**config.mk**
```make
export PLATFORM = sky130hd
export DESIGN_NAME = sga_direction_input_flat
export DESIGN_NICKNAME = d
export VERILOG_FILES = /design/src/rtl/sga_direction_input_if.sv /design/src/rtl/sga_direction_input.sv /design/src/flat_wrapper.sv
export SDC_FILE = /design/constraint.sdc
export NUM_CORES = 1
export LEC_CHECK = 0
export ABC_AREA = 1
export BUFFER_PORTS_ARGS = -buffer_cell sky130_fd_sc_hd__buf_2
export CORE_MARGIN = 10
export CORE_UTILIZATION = 55
export DETAILED_ROUTE_END_ITERATION = 7
export MAX_ROUTING_LAYER = met4
export PLACE_DENSITY = 0.75
export SETUP_SLACK_MARGIN = 0.3
export SYNTH_ARGS = -nofsm -noshare
export SYNTH_HDL_FRONTEND = slang
export SYNTH_SLANG_ARGS = --single-unit
```
**constraint.sdc**
```tcl
create_clock -name clock -period 2.8 [get_ports clock]
set_input_delay 0.56 -clock clock [delete_from_list [all_inputs] [get_ports clock]]
set_output_delay 0.56 -clock clock [all_outputs]
set_load 0.01 [all_outputs]
```
**src/rtl/sga_direction_input_if.sv**
```systemverilog
// Handshake bundle between the Snake Game Arcade UC/datapath and the direction
// input conditioner: raw buttons in, validated direction and status out.
interface sga_direction_input_if;
  logic [3:0] buttons;
  logic       enable;
  logic       consume;
  logic [1:0] direction;
  logic       dir_pending;
  logic       press_pulse;
  logic [3:0] db_buttons;

  modport master (
    output buttons, enable, consume,
    input  direction, dir_pending, press_pulse, db_buttons
  );

  modport slave (
    input  buttons, enable, consume,
    output direction, dir_pending, press_pulse, db_buttons
  );
endinterface

```
**src/rtl/sga_direction_input.sv**
```systemverilog
// Synchronizes, debounces and edge-detects the four direction buttons, rejects
// reversals/no-ops/multi-presses and buffers one pending turn until a move step.
module sga_direction_input #(
  parameter int DEBOUNCE_CYCLES = 50000,
  parameter int CNT_W           = 16
) (
  input logic             clock,
  input logic             reset,
  sga_direction_input_if.slave bus
);

  localparam logic [0:0]       EMPTY    = 1'b0;
  localparam logic [0:0]       PENDING  = 1'b1;
  localparam logic [CNT_W-1:0] CNT_LAST = CNT_W'(DEBOUNCE_CYCLES - 1);

  logic [3:0]       sync1, sync2;
  logic [3:0]       db, db_d;
  logic [CNT_W-1:0] cnt [4];
  logic [0:0]       state;
  logic [1:0]       direction, next_dir;
  logic             press_pulse;

  logic [3:0] rise;
  logic       cand_valid;
  logic [1:0] cand;
  logic [1:0] ref_dir;
  logic       step;
  logic       accept;

  // NOTE: sequential state uses non-blocking assignments so every flop samples
  // the pre-edge values, independent of statement order.
  always_ff @(posedge clock or posedge reset) begin
    if (reset) begin
      sync1 <= '0;
      sync2 <= '0;
    end else begin
      sync1 <= bus.buttons;
      sync2 <= sync1;
    end
  end

  // The counter only advances while the synced level disagrees with the
  // accepted level; any return to agreement throws the partial count away.
  always_ff @(posedge clock or posedge reset) begin
    if (reset) begin
      db   <= '0;
      db_d <= '0;
      for (int i = 0; i < 4; i++) cnt[i] <= '0;
    end else begin
      db_d <= db;
      for (int i = 0; i < 4; i++) begin
        if (sync2[i] != db[i]) begin
          if (cnt[i] == CNT_LAST) begin
            db[i]  <= ~db[i];
            cnt[i] <= '0;
          end else begin
            cnt[i] <= cnt[i] + CNT_W'(1);
          end
        end else begin
          cnt[i] <= '0;
        end
      end
    end
  end

  assign rise = db & ~db_d;

  // NOTE: every combinational output gets a default first so no path through
  // the case can leave it unassigned and infer a latch.
  always_comb begin
    cand_valid = 1'b0;
    cand       = 2'b00;
    case (rise)
      4'b0001: begin cand_valid = 1'b1; cand = 2'b00; end
      4'b0010: begin cand_valid = 1'b1; cand = 2'b01; end
      4'b0100: begin cand_valid = 1'b1; cand = 2'b10; end
      4'b1000: begin cand_valid = 1'b1; cand = 2'b11; end
      default: ;
    endcase
  end

  // A move step in this very cycle commits next_dir, so a simultaneous press is
  // judged against the direction the snake is about to take.
  assign step    = bus.consume && (state == PENDING);
  assign ref_dir = step ? next_dir : direction;
  assign accept  = cand_valid && bus.enable &&
                   (cand != (ref_dir ^ 2'b10)) && (cand != ref_dir);

  always_ff @(posedge clock or posedge reset) begin
    if (reset) begin
      state       <= EMPTY;
      direction   <= 2'b00;
      next_dir    <= 2'b00;
      press_pulse <= 1'b0;
    end else begin
      press_pulse <= accept;
      if (step) direction <= next_dir;
      if (accept) begin
        next_dir <= cand;
        state    <= PENDING;
      end else if (step) begin
        state <= EMPTY;
      end
    end
  end

  assign bus.direction   = direction;
  assign bus.dir_pending = (state == PENDING);
  assign bus.press_pulse = press_pulse;
  assign bus.db_buttons  = db;

endmodule

```
**src/flat_wrapper.sv**
```systemverilog
// flat-port wrapper written by rule: the top's interface ports become plain ports
module sga_direction_input_flat 
#(
  parameter int DEBOUNCE_CYCLES = 50000,
  parameter int CNT_W           = 16
)
  (clock, reset, bus_buttons, bus_enable, bus_consume, bus_direction, bus_dir_pending, bus_press_pulse, bus_db_buttons);
  sga_direction_input_if bus_i ();
  input logic clock;
  input logic reset;
  input wire logic [$bits(bus_i.buttons)-1:0] bus_buttons;
  input wire logic [$bits(bus_i.enable)-1:0] bus_enable;
  input wire logic [$bits(bus_i.consume)-1:0] bus_consume;
  output wire logic [$bits(bus_i.direction)-1:0] bus_direction;
  output wire logic [$bits(bus_i.dir_pending)-1:0] bus_dir_pending;
  output wire logic [$bits(bus_i.press_pulse)-1:0] bus_press_pulse;
  output wire logic [$bits(bus_i.db_buttons)-1:0] bus_db_buttons;
  assign bus_i.buttons = bus_buttons;
  assign bus_i.enable = bus_enable;
  assign bus_i.consume = bus_consume;
  assign bus_direction = bus_i.direction;
  assign bus_dir_pending = bus_i.dir_pending;
  assign bus_press_pulse = bus_i.press_pulse;
  assign bus_db_buttons = bus_i.db_buttons;
  sga_direction_input #(.DEBOUNCE_CYCLES(DEBOUNCE_CYCLES), .CNT_W(CNT_W)) u_core (.clock(clock), .reset(reset), .bus(bus_i));
endmodule
```
---- After elaboration in Yosys (flattened, before gate mapping) ----
Index checks and enable logic that the tools add are counted.
word-level totals
  word-level logic and storage cells ...... 63
  bits of input ports ..................... 8
  register bits after elaboration ......... 86
cells by class
  eq/ne operators ......................... 14
  add/subtract/negate cells ............... 4
  reductions and logical operators ........ 10
  bitwise gates (word level) .............. 7
  muxes and demuxes ....................... 13
operators with widths
  operator                                              count
  two-way mux 16 bit                                    8
  adder 16 x 1 -> 16 bit (second input constant)        4
  equality test 16 bit (second input constant)          4
  AND reduction 2 bit                                   4
  one-hot mux 2 bit (3 select lines)                    1
  NOT 1 bit                                             5
  bitwise AND 4 bit                                     1
  equality test 4 x 1 -> 1 bit (second input constant)  1
  equality test 4 x 2 -> 1 bit (second input constant)  1
  equality test 4 x 3 -> 1 bit (second input constant)  1
  equality test 4 bit (second input constant)           1
  logical AND 1 bit                                     4
  inequality test 1 bit                                 4
  inequality test 2 bit                                 2
  NOT 4 bit                                             1
  OR reduction 4 bit                                    1
  two-way mux 1 bit                                     3
  two-way mux 2 bit                                     1
  nonzero test 2 bit                                    1

---- Depth between registers and ports, before layout ----
  depth in word-level cells ............... 9
  gate-level depth with buffers ........... 10
  mapped depth without buffers ............ 10

---- Least setup slack after synthesis ----
OpenSTA, ideal clock, no wires.
  path type ............................... input to register
  start ................................... input port bus_consume
  end ..................................... register u_core.next_dir[0]
  cell stages on the path ................. 7
  required time ........................... 2.683 ns
  arrival time ............................ 1.192 ns
  slack ................................... 1.492 ns
  setup time .............................. 0.117 ns
  cell sequence ........................... nand2_1 -> o21ai_1 -> nand3_1 -> nand2_1 -> nand3_1 -> nand2_1 -> nand2_1
on the way
  cells in the longest elaborated chain, start to end .. 6
  elaborated cells between the ends (all ways) .. 7
RTL lines
  what                   line                       text
  from (decl)            flat_wrapper.sv:13         input wire logic [$bits(bus_i.consume)-1:0] bus_consume;
  logical AND 1 bit *    sga_direction_input.sv:84  assign step = bus.consume && (state == PENDING);
  two-way mux 2 bit *    --
  NOT 1 bit (no line)    --
  inequality test 2 bit  sga_direction_input.sv:87  (cand != (ref_dir ^ 2'b10)) && (cand != ref_dir);
  logical AND 1 bit      sga_direction_input.sv:86  assign accept = cand_valid && bus.enable &&
  logical AND 1 bit *    sga_direction_input.sv:87
  to (signal assigned)   sga_direction_input.sv:99  next_dir <= cand;
  to (decl)              sga_direction_input.sv:20  logic [1:0] direction, next_dir;
Every way passes the cells marked *; elsewhere a longest branch is shown, timed or not.
A chain may end at the register's enable or synchronous reset.

---- Worst setup path after layout ----
  start ................................... register u_core.db[1] (netlist: u_core.bus.db_buttons[1])
  end ..................................... output port bus_db_buttons[1]
RTL lines
  what                               line                       text
  from (decl)                        sga_direction_input.sv:17  logic [3:0] db, db_d;
  from (signal, indexed assignment)  sga_direction_input.sv:54  db[i] <= ~db[i];
  to (decl)                          flat_wrapper.sv:17         output wire logic [$bits(bus_i.db_buttons)-1:0] bus_db_buttons;
No word-level cell between the ends.

==> run summary <==
outcome: complete, no violations
post-synthesis sequential area ratio: 0.512
CP Data Required Time: 2.24 ns
Diodes inserted: 0
Yosys reg bits: 86
initial antenna violation count: 0
top area cells in the synthesized netlist: sky130_fd_sc_hd__dfrtp_1, sky130_fd_sc_hd__nor2_1, sky130_fd_sc_hd__nand2_1, sky130_fd_sc_hd__inv_1, sky130_fd_sc_hd__nand3_1
post-route insts no fill: 655
syn nets: 535
unrepaired setup endpoints after global routing: no
area post-placement: 4430 sq um
Skew-Pair Late Insertion Delay: 0.35 ns
maximum clock path buffer count: 2
worst-margin pin slew: 0.644 ns
Crit Reg-Reg Endpoint: u_core.cnt[46]$_DFF_PP0_
register clock-pin slew on the reported worst setup and hold paths: 0.09 ns
mean instance size in the synthesized netlist: 8.04 sq um
r2r worst-path depth: 6
portion of the clock cycle consumed by the worst path in the final layout: 0.549
post-synthesis async set-or-reset flop share: 1.00
Post-Syn Area: 4200 sq um
pin count of the biggest net entering global routing: 44
growth of design area from synthesis to finish: 9.82%
Static Leak: 2.08 nW
data arrival time of the worst path: 0.98 ns
Mapped Cells: 523
height of the die: 107 microns
PwrDens: 469 nW/um^2
cell family contributing the most delay on the critical path: flip-flops
Final Instance Area: 4620 sq um
sequential share of power: 0.590
setup slack of the critical path after layout: 1.26 ns
commonest cells in the netlist: sky130_fd_sc_hd__nor2_1, sky130_fd_sc_hd__nand2_1, sky130_fd_sc_hd__dfrtp_1, sky130_fd_sc_hd__inv_1, sky130_fd_sc_hd__nand3_1
CTS HTree Levels: 3
Worst VDD drop: 0.000312 V
slowest library cell on the worst path: sky130_fd_sc_hd__dfrtp_1
category of the most critical setup path: flop to output pin
final number of setup-violating endpoints: 0
routability congestion estimate from global placement: 0.925
Post-Place Setup Slack: 1.25 ns
horizontal die dimension: 107 microns
wire length of the first global-routing pass: 14600 microns
biggest fanout along the worst timing path: 6
Clock Skew: 0.00934 ns
Hold WC Path Type: input port to async pin
area enclosed by the die boundary: 11500 sq um
vias in the first global route: 3354
area share of the largest cell type after synthesis: 0.512
cell-internal power: 1.64 mW
aggregate routed wire length: 7920 microns
Critical Path Start Type: flop
CTS tree: done
count of final hold-check violations: 0
count of max-cap constraint violations: 0
Resized cells post-CTS: 0
worst r2r src: u_core.cnt[32]$_DFF_PP0_
cts bufs inserted: 9
distinct cell type count of the synthesized netlist: 28
Relative slew margins: 0.570
DRC errors left: 0
setup TNS after final layout: 0 ns
most common cell in the synthesized netlist: sky130_fd_sc_hd__nor2_1
filler cell count in the final layout: 638
initial core utilization: 0.573
relative contribution of combinational cells to total power: 0.041
power share of the clock group: 0.369
average wire length per cell after detail routing: 12.1 microns
count of port buffers added during placement: 15
pins over their slew limit: 0
critical path cell sequence: buf_2
detailed placement HPWL: 5960 microns
Post-Route Hold Slack: 0.282 ns
clk sinks: 86
DR vias/cell: 5.16
warnings from Yosys: 0
count of standard-cell rows: 31
post-CTS setup buffer count: 0
initial drt markers: 137
most area-hungry cell type in the Yosys netlist: sky130_fd_sc_hd__dfrtp_1
cell at the root of the clock tree: sky130_fd_sc_hd__clkbuf_8
vias post-DR: 3380
quantity of hold-fixing buffers added after cts: 0
layout cell share with drive strength beyond 1: 0.0953
overflow left after global routing: 0
Top FF cell, synth: sky130_fd_sc_hd__dfrtp_1
sum of buffers and inverters on the critical path: 1
time the worst path needs with I/O delays and setup: 1.54 ns
Antenna Violating Nets Remaining: 0
maximum clock frequency: 651 MHz
count of boundary I/O pins: 16
overall fraction of global-route tracks in use: 0.156
number of flops mapped to enable cells by yosys: 0
Placed Cells: 639
core area: 7330 sq um
count of TritonRoute iterations in the first routing pass: 4
Layout Nets: 563
net switching power: 526 uW
endpoint type of the worst setup path: output pin
setup slack, reg-to-reg: 1.34 ns
switching share of power: 0.243
peak per-stage delay on the critical path: 0.45 ns
power groups by stage:
stage               clock, mW  sequential [mW]  combinational [mW]
global route            0.877             1.28               0.107
finish                  0.798             1.28              0.0892
CTS                     0.826             1.28              0.0928
floorplan                   0             1.30              0.0609
global placement            0             1.30              0.0893
detailed placement          0             1.30              0.0928
state kept, by name, indices dropped and copies added (netlist names):
signal and cells:
u_core.next_dir 2, u_core.bus.dir_pending 1, u_core.bus.direction 2, u_core.bus.db_buttons 4, u_core.db_d 4, u_core.bus.press_pulse 1, u_core.sync1 4, u_core.cnt 64
u_core.sync2 4
layout by cell type (no fill, tap or decap):
cell                           n
sky130_fd_sc_hd__nor2_1      112
sky130_fd_sc_hd__nand2_1      99
sky130_fd_sc_hd__dfrtp_1      86
sky130_fd_sc_hd__inv_1        65
sky130_fd_sc_hd__nand3_1      31
sky130_fd_sc_hd__nor3_1       30
sky130_fd_sc_hd__xor2_1       15
sky130_fd_sc_hd__a21oi_1      15
sky130_fd_sc_hd__buf_2        15
sky130_fd_sc_hd__o21ai_0      12
sky130_fd_sc_hd__nand4_1      11
sky130_fd_sc_hd__clkbuf_8     10
sky130_fd_sc_hd__nor3b_1       8
sky130_fd_sc_hd__nand3_2       4
sky130_fd_sc_hd__nand2_2       4
sky130_fd_sc_hd__o21bai_1      4
sky130_fd_sc_hd__clkinvlp_4    4
sky130_fd_sc_hd__ha_1          4
sky130_fd_sc_hd__nand2b_1      3
sky130_fd_sc_hd__nor2_2        3
sky130_fd_sc_hd__a31oi_1       3
sky130_fd_sc_hd__nor3_2        3
sky130_fd_sc_hd__nor2_4        2
sky130_fd_sc_hd__o21ai_1       1
sky130_fd_sc_hd__a21boi_0      1
sky130_fd_sc_hd__mux2_2        1
sky130_fd_sc_hd__clkinv_1      1
sky130_fd_sc_hd__or2_0         1
sky130_fd_sc_hd__nand2_4       1
sky130_fd_sc_hd__xnor2_1       1
sky130_fd_sc_hd__inv_2         1
sky130_fd_sc_hd__clkinv_2      1
sky130_fd_sc_hd__clkinv_4      1
sky130_fd_sc_hd__inv_6         1
sky130_fd_sc_hd__buf_4         1
sky130_fd_sc_hd__buf_12        1
area by class of cell:
cell class | instances | area (sq um) | share of cell area
Sequential cell | 86 | 2150 | 0.466
Multi-Input combinational cell | 369 | 1800 | 0.389
Inverter | 68 | 259 | 0.0561
Clock inverter | 6 | 45.0 | 0.00976
Tap cell | 99 | 124 | 0.0268
Timing Repair Buffer | 17 | 103 | 0.0222
Clock buffer | 10 | 138 | 0.0298
cells by family (layout without fill, tap and decap cells):
kind of cell | Yosys count | after routing | synth area share
flip-flops | 86 | 86 | 0.512
XOR/XNOR | 16 | 16 | 0.0333
AND/OR/NAND/NOR | 312 | 312 | 0.333
buffers and inverters | 68 | 101 | 0.0607
adder cells (fa/ha/maj) | 4 | 4 | 0.0119
multiplexers | 1 | 1 | 0.00268
AO/OA/AOI/OAI | 36 | 36 | 0.0467
per-stage QoR:
step / utilization / total power [mW]
final: 0.630 / 2.16
after global routing: 0.630 / 2.26
after CTS: 0.630 / 2.20
after detailed placement: 0.605 / 1.39
after global placement: 0.605 / 1.39
after floorplan: - / 1.36
how the worst max path moves through the flow:
| stage | cells past startpoint | end | start | slack [ns] |
|---|---|---|---|---|
| 2_1_floorplan | 1 | u_core.bus.db_buttons[0]$_DFFE_PP0P_ | reset | 1.25 |
| 5_1_grt | 6 | u_core.cnt[46]$_DFF_PP0_ | u_core.cnt[32]$_DFF_PP0_ | 1.07 |
| 3_5_place_dp | 9 | u_core.bus.dir_pending$_DFFE_PP0P_ | bus_consume | 1.25 |
| 4_1_cts | 1 | bus_db_buttons[1] | u_core.bus.db_buttons[1]$_DFFE_PP0P_ | 1.23 |
| 3_3_place_gp | 9 | u_core.next_dir[1]$_DFFE_PP0P_ | bus_consume | 1.31 |
| 6_report | 1 | bus_db_buttons[1] | u_core.bus.db_buttons[1]$_DFFE_PP0P_ | 1.26 |
per-layer routing:
layer | wire length (microns) | part of all wire | GRT usage
met1 | 3710 | 0.47 | 0.188
met2 | 3770 | 0.48 | 0.245
met3 | 374 | 0.047 | 0.0425
met4 | 69 | 0.0087 | 0.0573
met5 | 0 | 0 | -
(Power assumes the default switching activity.)
